<file path="src/rtl/nibble_serial_adder.sv">
// Serial W-bit adder: feeds one nibble pair per cycle (LSB first) through a
// 4-bit carry-skip slice, rippling the nibble carry through a register.

module carryskipadder (
  input  logic [3:0] a,
  input  logic [3:0] b,
  input  logic       cin,
  output logic [3:0] sum,
  output logic       cout
);

  logic [3:0] p;
  logic [4:0] c;

  always_comb begin
    p    = a ^ b;
    c    = '0;
    c[0] = cin;
    for (int i = 0; i < 4; i++) begin
      c[i+1] = (a[i] & b[i]) | (p[i] & c[i]);
    end
    sum  = p ^ c[3:0];
    // When every bit propagates, the carry-in skips straight to the output.
    cout = (&p) ? cin : c[4];
  end

endmodule

module nibble_serial_adder #(
  parameter int NIBBLES = 4
) (
  input  logic                 clk,
  input  logic                 rst_n,
  input  logic                 start,
  input  logic [4*NIBBLES-1:0] a,
  input  logic [4*NIBBLES-1:0] b,
  input  logic                 cin,
  output logic                 busy,
  output logic                 done,
  output logic [4*NIBBLES-1:0] sum,
  output logic                 cout
);

  localparam int W  = 4 * NIBBLES;
  localparam int CW = (NIBBLES > 1) ? $clog2(NIBBLES) : 1;
  localparam logic [CW-1:0] LAST_CNT = CW'(NIBBLES - 1);

  typedef enum logic [1:0] {
    IDLE = 2'd0,
    RUN  = 2'd1,
    DONE = 2'd2
  } state_t;

  state_t        state_q, state_d;
  logic [W-1:0]  sa_q, sa_d;
  logic [W-1:0]  sb_q, sb_d;
  logic          c_q, c_d;
  logic [CW-1:0] cnt_q, cnt_d;
  logic [W-1:0]  sum_q, sum_d;
  logic          cout_q, cout_d;
  logic          busy_q, busy_d;
  logic          done_q, done_d;

  logic [3:0]    slice_sum;
  logic          slice_cout;
  logic [W+3:0]  sum_fill;
  logic          load;

  carryskipadder u_slice (
    .a    (sa_q[3:0]),
    .b    (sb_q[3:0]),
    .cin  (c_q),
    .sum  (slice_sum),
    .cout (slice_cout)
  );

  // New nibble enters at the top so after NIBBLES shifts it sits LSB-aligned.
  assign sum_fill = {slice_sum, sum_q};
  assign load     = start && (state_q == IDLE || state_q == DONE);

  always_comb begin
    state_d = state_q;
    sa_d    = sa_q;
    sb_d    = sb_q;
    c_d     = c_q;
    cnt_d   = cnt_q;
    sum_d   = sum_q;
    cout_d  = cout_q;

    case (state_q)
      RUN: begin
        sum_d = sum_fill[W+3:4];
        sa_d  = sa_q >> 4;
        sb_d  = sb_q >> 4;
        c_d   = slice_cout;
        cnt_d = cnt_q + 1'b1;
        if (cnt_q == LAST_CNT) begin
          state_d = DONE;
          cout_d  = slice_cout;
          cnt_d   = '0;
        end
      end
      DONE: state_d = IDLE;
      default: state_d = IDLE;
    endcase

    // Accepted start overrides the IDLE/DONE defaults, giving back-to-back runs.
    if (load) begin
      state_d = RUN;
      sa_d    = a;
      sb_d    = b;
      c_d     = cin;
      cnt_d   = '0;
      sum_d   = '0;
    end

    busy_d = (state_d == RUN);
    done_d = (state_d == DONE);
  end

  always_ff @(posedge clk or negedge rst_n) begin
    if (!rst_n) begin
      state_q <= IDLE;
      sa_q    <= '0;
      sb_q    <= '0;
      c_q     <= 1'b0;
      cnt_q   <= '0;
      sum_q   <= '0;
      cout_q  <= 1'b0;
      busy_q  <= 1'b0;
      done_q  <= 1'b0;
    end else begin
      state_q <= state_d;
      sa_q    <= sa_d;
      sb_q    <= sb_d;
      c_q     <= c_d;
      cnt_q   <= cnt_d;
      sum_q   <= sum_d;
      cout_q  <= cout_d;
      busy_q  <= busy_d;
      done_q  <= done_d;
    end
  end

  assign busy = busy_q;
  assign done = done_q;
  assign sum  = sum_q;
  assign cout = cout_q;

endmodule
</file>
<file path="config.mk">
export PLATFORM = sky130hd
export DESIGN_NAME = nibble_serial_adder
export DESIGN_NICKNAME = d
export VERILOG_FILES = /design/src/rtl/nibble_serial_adder.sv
export SDC_FILE = /design/constraint.sdc
export NUM_CORES = 1
export LEC_CHECK = 0
export ABC_AREA = 1
export BUFFER_PORTS_ARGS = -buffer_cell sky130_fd_sc_hd__buf_2
export CORE_MARGIN = 1.5
export CORE_UTILIZATION = 29
export CTS_BUF_LIST = sky130_fd_sc_hd__clkbuf_4 sky130_fd_sc_hd__clkbuf_8
export DETAILED_ROUTE_END_ITERATION = 7
export PLACE_DENSITY_LB_ADDON = 0.2
export SLEW_MARGIN = 5
export SYNTH_ARGS = -nofsm -noshare
export SYNTH_HDL_FRONTEND = slang
export SYNTH_HIERARCHICAL = 1
export SYNTH_SLANG_ARGS = --single-unit
export TNS_END_PERCENT = 20
</file>
<file path="constraint.sdc">
create_clock -name clk -period 2 [get_ports clk]
set_input_delay 0.6 -clock clk [delete_from_list [all_inputs] [get_ports clk]]
set_output_delay 0.6 -clock clk [all_outputs]
set_load 0.005 [all_outputs]
</file>
==> flow_summary.toml, run 1 <==
[outcome]
outcome = "complete, but fails checks"
violations = "setup timing"

[timing]
fin_crit_sh = 1.05
final_hold_viol_count = 0
fmax_ghz = 0.475
fin_hold_ws_ns = 0.206
fin_crit_ns = 2.11
tightest_slew_ns = 0.469
rsz0062_at_grt = "yes"
drv_slew = 0
worst_slack_ns = -0.106
max-slew-margin-rel = 0.686
tns_ns = -0.131
fin_skew_ns = 0.00390
setup_viol_count_final = 2

[synthesis]
synth.distinct_cells = 13
yosys_register_bits = 56
yosys.area.top_type = "dfrtp_1"
synth_seq_area_share = 0.555
syn_avg_cell_area_um2 = 8.65
synth_top_area_frac = 0.555
syn_inst = 292
ys_warn_count = 6
synth_area_leaders = "dfrtp_1 56%, nand2_1 16%, nand3_1 15%, buf_2 3.4%, fa_1 3.2%"
netlist_area_mm2 = 0.00252
syn-num-nets = 337

[finish]
layout_commonest_cell = "nand2_1"
fill_cells = 901
instances_no_fill = 454
mostFrequentLayoutCells = "104 x nand2_1, 75 x nand3_1, 56 x dfrtp_1"
fin_nets = 393
final_layout_size_suffix_gt1_frac = 0.252
n_antenna_cell = 0
area_growth_pct = 22.0

[floorplanning]
row_count = 33
dieArea_mm2 = 0.00928
start_util = 0.303
die_height_um = 96.3
chipWidth_um = 96.3
ioPinCount = 55
coreArea_mm2 = 0.00834

[critical_path]
max_stage_delay_ns = 0.41
required_ns = 2.23
cp_top_family = "adder cells"
r2r.worst_path.cells = 10
crit_path_top_delay_cell = "dfrtp_1"
critPathKind = "register to register"
reg2reg_slack_ns = -0.11
rr_startpoint = "sb_q[0]$_DFFE_PN0P_"
cp-startpoint = "sb_q[0]$_DFFE_PN0P_"
crit_arrival_ns = 2.34
crit_end = "sum[15]$_DFFE_PN0P_"
worstSetupPathDepth = 10
r2r_end = "sum[15]$_DFFE_PN0P_"
cp-end-kind = "register"
cp_cell_sequence = "inv_2 > fa_2 > inv_2 > fa_2 > fa_2 > inv_2 > fa_1 > inv_1 > nand2_1 > o21ai_1"
startpoint_type = "register"
cp.buffers_inverters = 4
crit_fanout = 2

[route]
wirelength_um = 5670
drt-initial-drc-count = 66
ant_nets = 0
num_vias = 2080
drcViolationCount = 0
drt_first_pass_iters = 4
routed_via_density = 4.58
avgRoutedWirePerCell_um = 12.5

[pwr]
finalPower_mw = 4.64
leakagePower_nw = 1.65
power.density_mw_per_mm2 = 1510
peakVddDrop_mv = 0.460

[clock_tree]
numCtsBuffers = 5
cts.sinks = 56
cts_tree = "done"
clock_path_buffers = 2
clk_latency_ns = 0.30
root_buffer = "clkbuf_8"
htreeDepth = 2
clk_pin_slew_ns = 0.09
holdBufCountCts = 0

[placement]
place_congestion = 0.693
dp_hpwl_um = 3720
port_buffers = 54
dp_cells = 443

[global_route]
grt_overflow_total = 0
antenna_found_initial = 0
grt_pass1_vias = 2009
grt_usage = 0.131
grt_pass1_wl_um = 9330
grt_max_degree = 43

[min_path]
holdCritPathClass = "input pin to async pin"

[job]
maxCapViolations = 0
-- state kept, by name, summed over array words and instances, names as in the netlist --
signal and flops:
cout 1, done 1, sb_q 16, sa_q 16
cnt_q 2, c_q 1, sum 16, busy 1
state_q 2
-- how the worst min path moves through the flow --
stage	to	cells after the start	slack (ns)
after CTS	sum[10]$_DFFE_PN0P_	1	0.21
after global routing	sum[10]$_DFFE_PN0P_	1	0.22
after global placement	sa_q[11]$_DFFE_PN0P_	2	0.47
final	sum[7]$_DFFE_PN0P_	1	0.21
after floorplan	busy$_DFF_PN0_	0	0.30
after detailed placement	sa_q[7]$_DFFE_PN0P_	2	0.48
-- per-layer routing --
layer  part of all wire  track usage
met1               0.46        0.164
met2               0.48        0.229
met3              0.044       0.0269
met4             0.0081       0.0326
met5                  0            0
-- power by group --
group / total [mW] / switching, mW / internal, mW
Combinational: 2.05 / 1.22 / 0.828
Sequential: 1.94 / 0.311 / 1.63
Clock: 0.655 / 0.344 / 0.311
Total: 4.64 / 1.88 / 2.77
-- cell usage after synthesis --
cell      count
clkbuf_1      1
nand3_1      75
ha_1          5
inv_1        15
o21ai_0       5
inv_2         1
dfrtp_1      56
buf_2        17
nand2_1     106
o21ai_1       2
fa_1          4
nor2_1        3
nor2_2        2
-- kinds of logic after synthesis --
group / synth area share
adder cells (fa/ha/maj): 0.0565
AO/OA/AOI/OAI: 0.0139
buffers and inverters: 0.0590
flip-flops: 0.555
AND/OR/NAND/NOR: 0.316
-- metrics by stage --
stage	area [um2]	util	worst slack, ns
2_1_floorplan	2530	-	0.00932
3_3_place_gp	2950	0.354	-0.0441
3_5_place_dp	2950	0.354	-0.115
4_1_cts	3060	0.367	-0.124
5_1_grt	3080	0.369	-0.227
6_report	3080	0.369	-0.106
-- repair_timing --
action | in CTS | in global routing
hold endpoints to repair | 0 | 0
pin swaps | 1 | 2
buffers inserted | 1 | 2
endpoints found under the setup margin | 3 | 3
gates resized for setup | 6 | 1
-- layout make-up --
cell class	count	area, um2	share of cell area
Multi-Input combinational cell	202	996	0.323
Timing Repair Buffer	67	393	0.128
Inverter	16	60.1	0.0195
Clock buffer	8	97.6	0.0317
Tap cell	105	131	0.0427
Sequential cell	56	1400	0.455
Power figures use the tool's default switching activity.
==> inputs of run 2 (changes only) <==
--- a/config.mk
+++ b/config.mk
@@ -8,5 +8,5 @@
 export ABC_AREA = 1
 export BUFFER_PORTS_ARGS = -buffer_cell sky130_fd_sc_hd__buf_2
-export CORE_MARGIN = 1.5
+export CORE_MARGIN = 2
 export CORE_UTILIZATION = 29
 export CTS_BUF_LIST = sky130_fd_sc_hd__clkbuf_4 sky130_fd_sc_hd__clkbuf_8
==> constraint.sdc (replaced) <==
create_clock -name clk -period 2 [get_ports clk]
set_input_delay 0.1 -clock clk [delete_from_list [all_inputs] [get_ports clk]]
set_output_delay 0.1 -clock clk [all_outputs]
set_load 0.005 [all_outputs]
==> run 2 against run 1 <==
Compared with the run above:
- the flow still finishes with violations (setup timing)
- routed wire length is 1.6% higher
- register-to-register slack better by 0.06 ns
- sequential share of layout area decreased by 0.99 points
- core utilization is 0.28 points lower
- sequential power about the same
- clock power down 2%
- clock skew barely moved
- largest cell class unchanged
- highest routed layer unchanged
==> flow_summary.toml, run 2 (synthesis gave the netlist of run 1 again) <==
[outcome]
outcome = "complete, but fails checks"
violations = "setup timing"

[timing]
tightest_slew_ns = 0.572
fin_crit_ns = 2.04
fmax_ghz = 0.489
fin_skew_ns = 0.00411
final_hold_viol_count = 0
fin_crit_sh = 1.02
worst_slack_ns = -0.0433
rsz0062_at_grt = "yes"
setup_viol_count_final = 3
drv_slew = 0
max-slew-margin-rel = 0.619

[critical_path]
r2r.worst_path.cells = 12
crit_fanout = 2
critPathKind = "register to register"
cp_top_family = "adder cells"
worstSetupPathDepth = 12
cp.buffers_inverters = 4
reg2reg_slack_ns = -0.04
startpoint_type = "register"
cp_cell_sequence = "inv_2 > fa_1 > inv_1 > fa_2 > fa_2 > inv_2 > fa_1 > inv_1 > o21ai_1 > nand2_1 > nand2_1 > nand3_1"
crit_path_top_delay_cell = "fa_1"
cp-end-kind = "register"
max_stage_delay_ns = 0.41
crit_arrival_ns = 2.28
required_ns = 2.24

[min_path]
holdCritPathClass = "input pin to register"
min_path_cells = 3

[placement]
port_buffers = 54
dp_hpwl_um = 3830
place_congestion = 0.764
post_dp_cell_area_mm2 = 0.00296
preCtsSetupSlack_ns = -0.0321

[finish]
mostFrequentLayoutCells = "104 x nand2_1, 75 x nand3_1, 56 x dfrtp_1"
final_area_mm2 = 0.00315
layout_commonest_cell = "nand2_1"
post-route-util = 0.366
multi_input_area_um2 = 990
n_antenna_cell = 0
final_layout_size_suffix_gt1_frac = 0.234
fill_cells = 935
register_area_mm2 = 0.00140
fin_nets = 400
area_growth_pct = 24.7

[floorplanning]
coreArea_mm2 = 0.00859
ioPinCount = 55
die_height_um = 97.3
dieArea_mm2 = 0.00947
chipWidth_um = 97.3
row_count = 34
start_util = 0.294

[route]
wirelength_um = 5760
ant_nets = 0
drt_first_pass_iters = 4
num_vias = 2091
avgRoutedWirePerCell_um = 12.4
drcViolationCount = 0
drt-initial-drc-count = 97
routed_via_density = 4.52

[pwr]
finalPower_mw = 4.59
peakVddDrop_mv = 0.541
leakagePower_nw = 1.68
power.density_mw_per_mm2 = 1460

[global_route]
grt_max_degree = 34
grt_usage = 0.126
grt_pass1_vias = 2093
grt_overflow_total = 0
antenna_found_initial = 0
grt_pass1_wl_um = 9830

[job]
maxCapViolations = 0

[clock_tree]
clk_latency_ns = 0.29
clock_path_buffers = 2
htreeDepth = 2
numCtsBuffers = 5
clk_pin_slew_ns = 0.09
cts.sinks = 56
cts_tree = "done"
root_buffer = "clkbuf_8"
## run 2: what timing repair did
item | 4_1_cts | 5_1_grt
resized for setup | 1 | 3
hold buffers | 8 | 0
hold endpoints to repair | 27 | 0
setup endpoints to repair | 3 | 3
buffers inserted | 2 | 0
pin swaps | 0 | 0
## run 2: layout make-up
type / instances / area share
Multi-Input combinational cell: 202 / 0.314
Tap cell: 108 / 0.0429
Sequential cell: 56 / 0.445
Clock buffer: 7 / 0.0306
Timing Repair Buffer: 74 / 0.148
Inverter: 16 / 0.0191
## run 2: worst paths after layout
kind,end,from
worst max-delay path,c_q$_DFFE_PN0P_,sa_q[0]$_DFFE_PN0P_
worst min-delay path,sb_q[15]$_DFFE_PN0P_,b[15]
worst max register to register,c_q$_DFFE_PN0P_,sa_q[0]$_DFFE_PN0P_
worst min register to register,sb_q[10]$_DFFE_PN0P_,sb_q[14]$_DFFE_PN0P_
max in group asynchronous,sum[11]$_DFFE_PN0P_,rst_n
min in group asynchronous,cnt_q[1]$_DFFE_PN0P_,rst_n
## run 2: worst reg2reg max path, stage by stage (launching register included)
cell and delay (ns):
dfrtp_1 0.37, inv_2 0.04, fa_1 0.41, inv_1 0.08
fa_2 0.20, fa_2 0.19, inv_2 0.03, fa_1 0.34
inv_1 0.05, o21ai_1 0.05, nand2_1 0.07, nand2_1 0.06
nand3_1 0.08
## run 2: per-layer routing
metal,routed length [um],vias up,GRT usage,share of wire
met5,0,-,0,0
met4,49,0,0.0288,0.0085
met3,285,5,0.0281,0.049
met2,2660,51,0.213,0.46
met1,2760,981,0.167,0.48
li1,-,1054,-,-
## run 2: through the flow
stage / hold slack, ns / TNS, ns / instances
6_report: 0.0101 / -0.0945 / 463
5_1_grt: 0.00411 / -0.432 / 463
4_1_cts: 0.000447 / -0.0896 / 463
3_5_place_dp: 0.125 / -0.0515 / 446
3_3_place_gp: 0.122 / -0.0215 / 446
2_1_floorplan: -0.196 / 0 / 292
## run 2: report_power, final
part	internal (mW)	switching [mW]	total, mW
logic	0.810	1.20	2.01
registers	1.63	0.310	1.94
clock network	0.309	0.336	0.645
==> inputs of run 3 (changes only) <==
CELL_PAD_IN_SITES_DETAIL_PLACEMENT = 1   (was unset)
CELL_PAD_IN_SITES_GLOBAL_PLACEMENT = 2   (was unset)
CTS_CLUSTER_SIZE = 24   (was unset)
==> run 3 against run 2 <==
Compared with the run above:
- the flow still finishes with violations (setup timing)
- maximum frequency is 3.9% lower
- clock skew is 0.0074 ns higher
- die area did not move
- sequential share of layout area is 0.73 points lower
- count of clock-buffer cells in the layout is 2 lower
- register-to-register slack worse by 0.08 ns
- cell area increased by 1.7%
- total power is 1.9% higher
- highest routed layer unchanged
==> flow_summary.toml, run 3 (synthesis gave the netlist of run 1 again) <==
[finish]
area_growth_pct = 26.8
fill_cells = 1059
register_area_mm2 = 0.00140
layout_commonest_cell = "nand2_1"
multi_input_area_um2 = 992
final_layout_size_suffix_gt1_frac = 0.240
mostFrequentLayoutCells = "104 x nand2_1, 75 x nand3_1, 56 x dfrtp_1"
n_antenna_cell = 0
instances_no_fill = 470
post-route-util = 0.372
fin_nets = 407

[clock_tree]
cts.sinks = 56
clock_path_buffers = 2
numCtsBuffers = 5
cts_tree = "done"
clk_latency_ns = 0.30
htreeDepth = 2
clk_pin_slew_ns = 0.10
root_buffer = "clkbuf_8"

[global_route]
antenna_found_initial = 0
grt_pass1_vias = 2288
grt_pass1_wl_um = 10800
grt_max_degree = 43
grt_usage = 0.141
grt_overflow_total = 0

[route]
avgRoutedWirePerCell_um = 13.5
drcViolationCount = 0
drt_first_pass_iters = 4
ant_nets = 0
drt-initial-drc-count = 43
wirelength_um = 6370
routed_via_density = 4.62
num_vias = 2171

[timing]
rsz0062_at_grt = "yes"
fin_crit_sh = 1.06
max-slew-margin-rel = 0.591
setup_viol_count_final = 3
tightest_slew_ns = 0.614
fin_crit_ns = 2.13
fmax_ghz = 0.470
drv_slew = 0
fin_skew_ns = 0.0115
final_hold_viol_count = 0
fin_hold_ws_ns = 0.00897
worst_slack_ns = -0.126

[critical_path]
critPathKind = "register to register"
crit_arrival_ns = 2.35
startpoint_type = "register"
crit_path_top_delay_cell = "dfrtp_1"
max_stage_delay_ns = 0.41
crit_fanout = 2
cp_cell_sequence = "inv_2 > fa_2 > inv_2 > fa_2 > fa_2 > inv_2 > fa_1 > inv_1 > nand2_1 > o21ai_1"
cp-end-kind = "register"
cp_top_family = "adder cells"
cp.buffers_inverters = 4
required_ns = 2.23

[pwr]
peakVddDrop_mv = 0.380
leakagePower_nw = 1.70
power.density_mw_per_mm2 = 1460

[floorplanning]
dieArea_mm2 = 0.00947
ioPinCount = 55
die_height_um = 97.3
start_util = 0.294
row_count = 34
coreArea_mm2 = 0.00859
chipWidth_um = 97.3

[outcome]
outcome = "complete, but fails checks"
violations = "setup timing"

[placement]
dp_hpwl_um = 4330
place_congestion = 0.748
port_buffers = 54
dp_cells = 448

[min_path]
holdCritPathClass = "input pin to register"

[job]
maxCapViolations = 0
[run 3: changes by cell type in the layout (fill, tap and decap cells not counted)]
| cell | change |
|---|---|
| clkinv_2 | +1 |
| inv_1 | -1 |
| fa_1 | -1 |
| clkinvlp_4 | +1 |
| clkbuf_8 | -2 |
| inv_2 | +1 |
| buf_4 | +2 |
| dlygate4sd3_1 | +5 |
| fa_2 | +1 |
[run 3: what timing repair did]
| item | CTS | global route |
|---|---|---|
| gates cloned | 0 | 0 |
| pin swaps | 1 | 1 |
| setup buffers | 1 | 1 |
| resized for setup | 6 | 0 |
| hold endpoints to repair | 36 | 0 |
| endpoints found under the setup margin | 3 | 3 |
| hold buffers | 13 | 0 |
[run 3: tightest hold or removal path: cells and delay by family]
family	cells	cell delay, ns
buffers and inverters	1	0.08
and+or+nand+nor	2	0.12
[run 3: where the power goes]
| group | internal (mW) | switching (mW) | total [mW] |
|---|---|---|---|
| clock network | 0.239 | 0.364 | 0.602 |
| logic | 0.871 | 1.27 | 2.14 |
| registers | 1.63 | 0.312 | 1.94 |
[run 3: final timing paths]
check	start	to	slack [ns]	cells past startpoint
max	sb_q[0]$_DFFE_PN0P_	sum[15]$_DFFE_PN0P_	-0.13	10
min in group asynchronous	rst_n	sa_q[2]$_DFFE_PN0P_	0.34	2
max in group asynchronous	rst_n	c_q$_DFFE_PN0P_	1.01	3
max reg2reg	sb_q[0]$_DFFE_PN0P_	sum[15]$_DFFE_PN0P_	-0.13	10
min reg2reg	sb_q[7]$_DFFE_PN0P_	sb_q[3]$_DFFE_PN0P_	0.50	2
min	b[10]	sb_q[10]$_DFFE_PN0P_	0.009	3
[run 3: layer usage]
layer  global-route usage  up-vias  wire, um
met5                    0        -         0
met4               0.0256        0        26
met3               0.0295        2       226
met2                0.253       38      3240
met1                0.179     1058      2870
li1                     -     1073         -
[run 3: area by class of cell]
type,count,area share
sequential,56,0.438
timing repair buffer,81,0.166
tap,108,0.0422
clock buffer,5,0.0215
multi-input combinational,202,0.310
clock inverter,2,0.00391
inverter,16,0.0188
[run 3: through the flow]
| stage | setup slack [ns] | TNS (ns) | total power, mW | instance area, um2 |
|---|---|---|---|---|
| final | -0.126 | -0.164 | 4.68 | 3200 |
| after global routing | -0.235 | -0.571 | 5.18 | 3200 |
| after CTS | -0.148 | -0.235 | 4.79 | 3190 |
| after detailed placement | -0.135 | -0.270 | 4.11 | 2970 |
| after global placement | -0.0537 | -0.104 | 4.05 | 2970 |
| after floorplan | 0.00932 | 0 | 3.29 | 2530 |
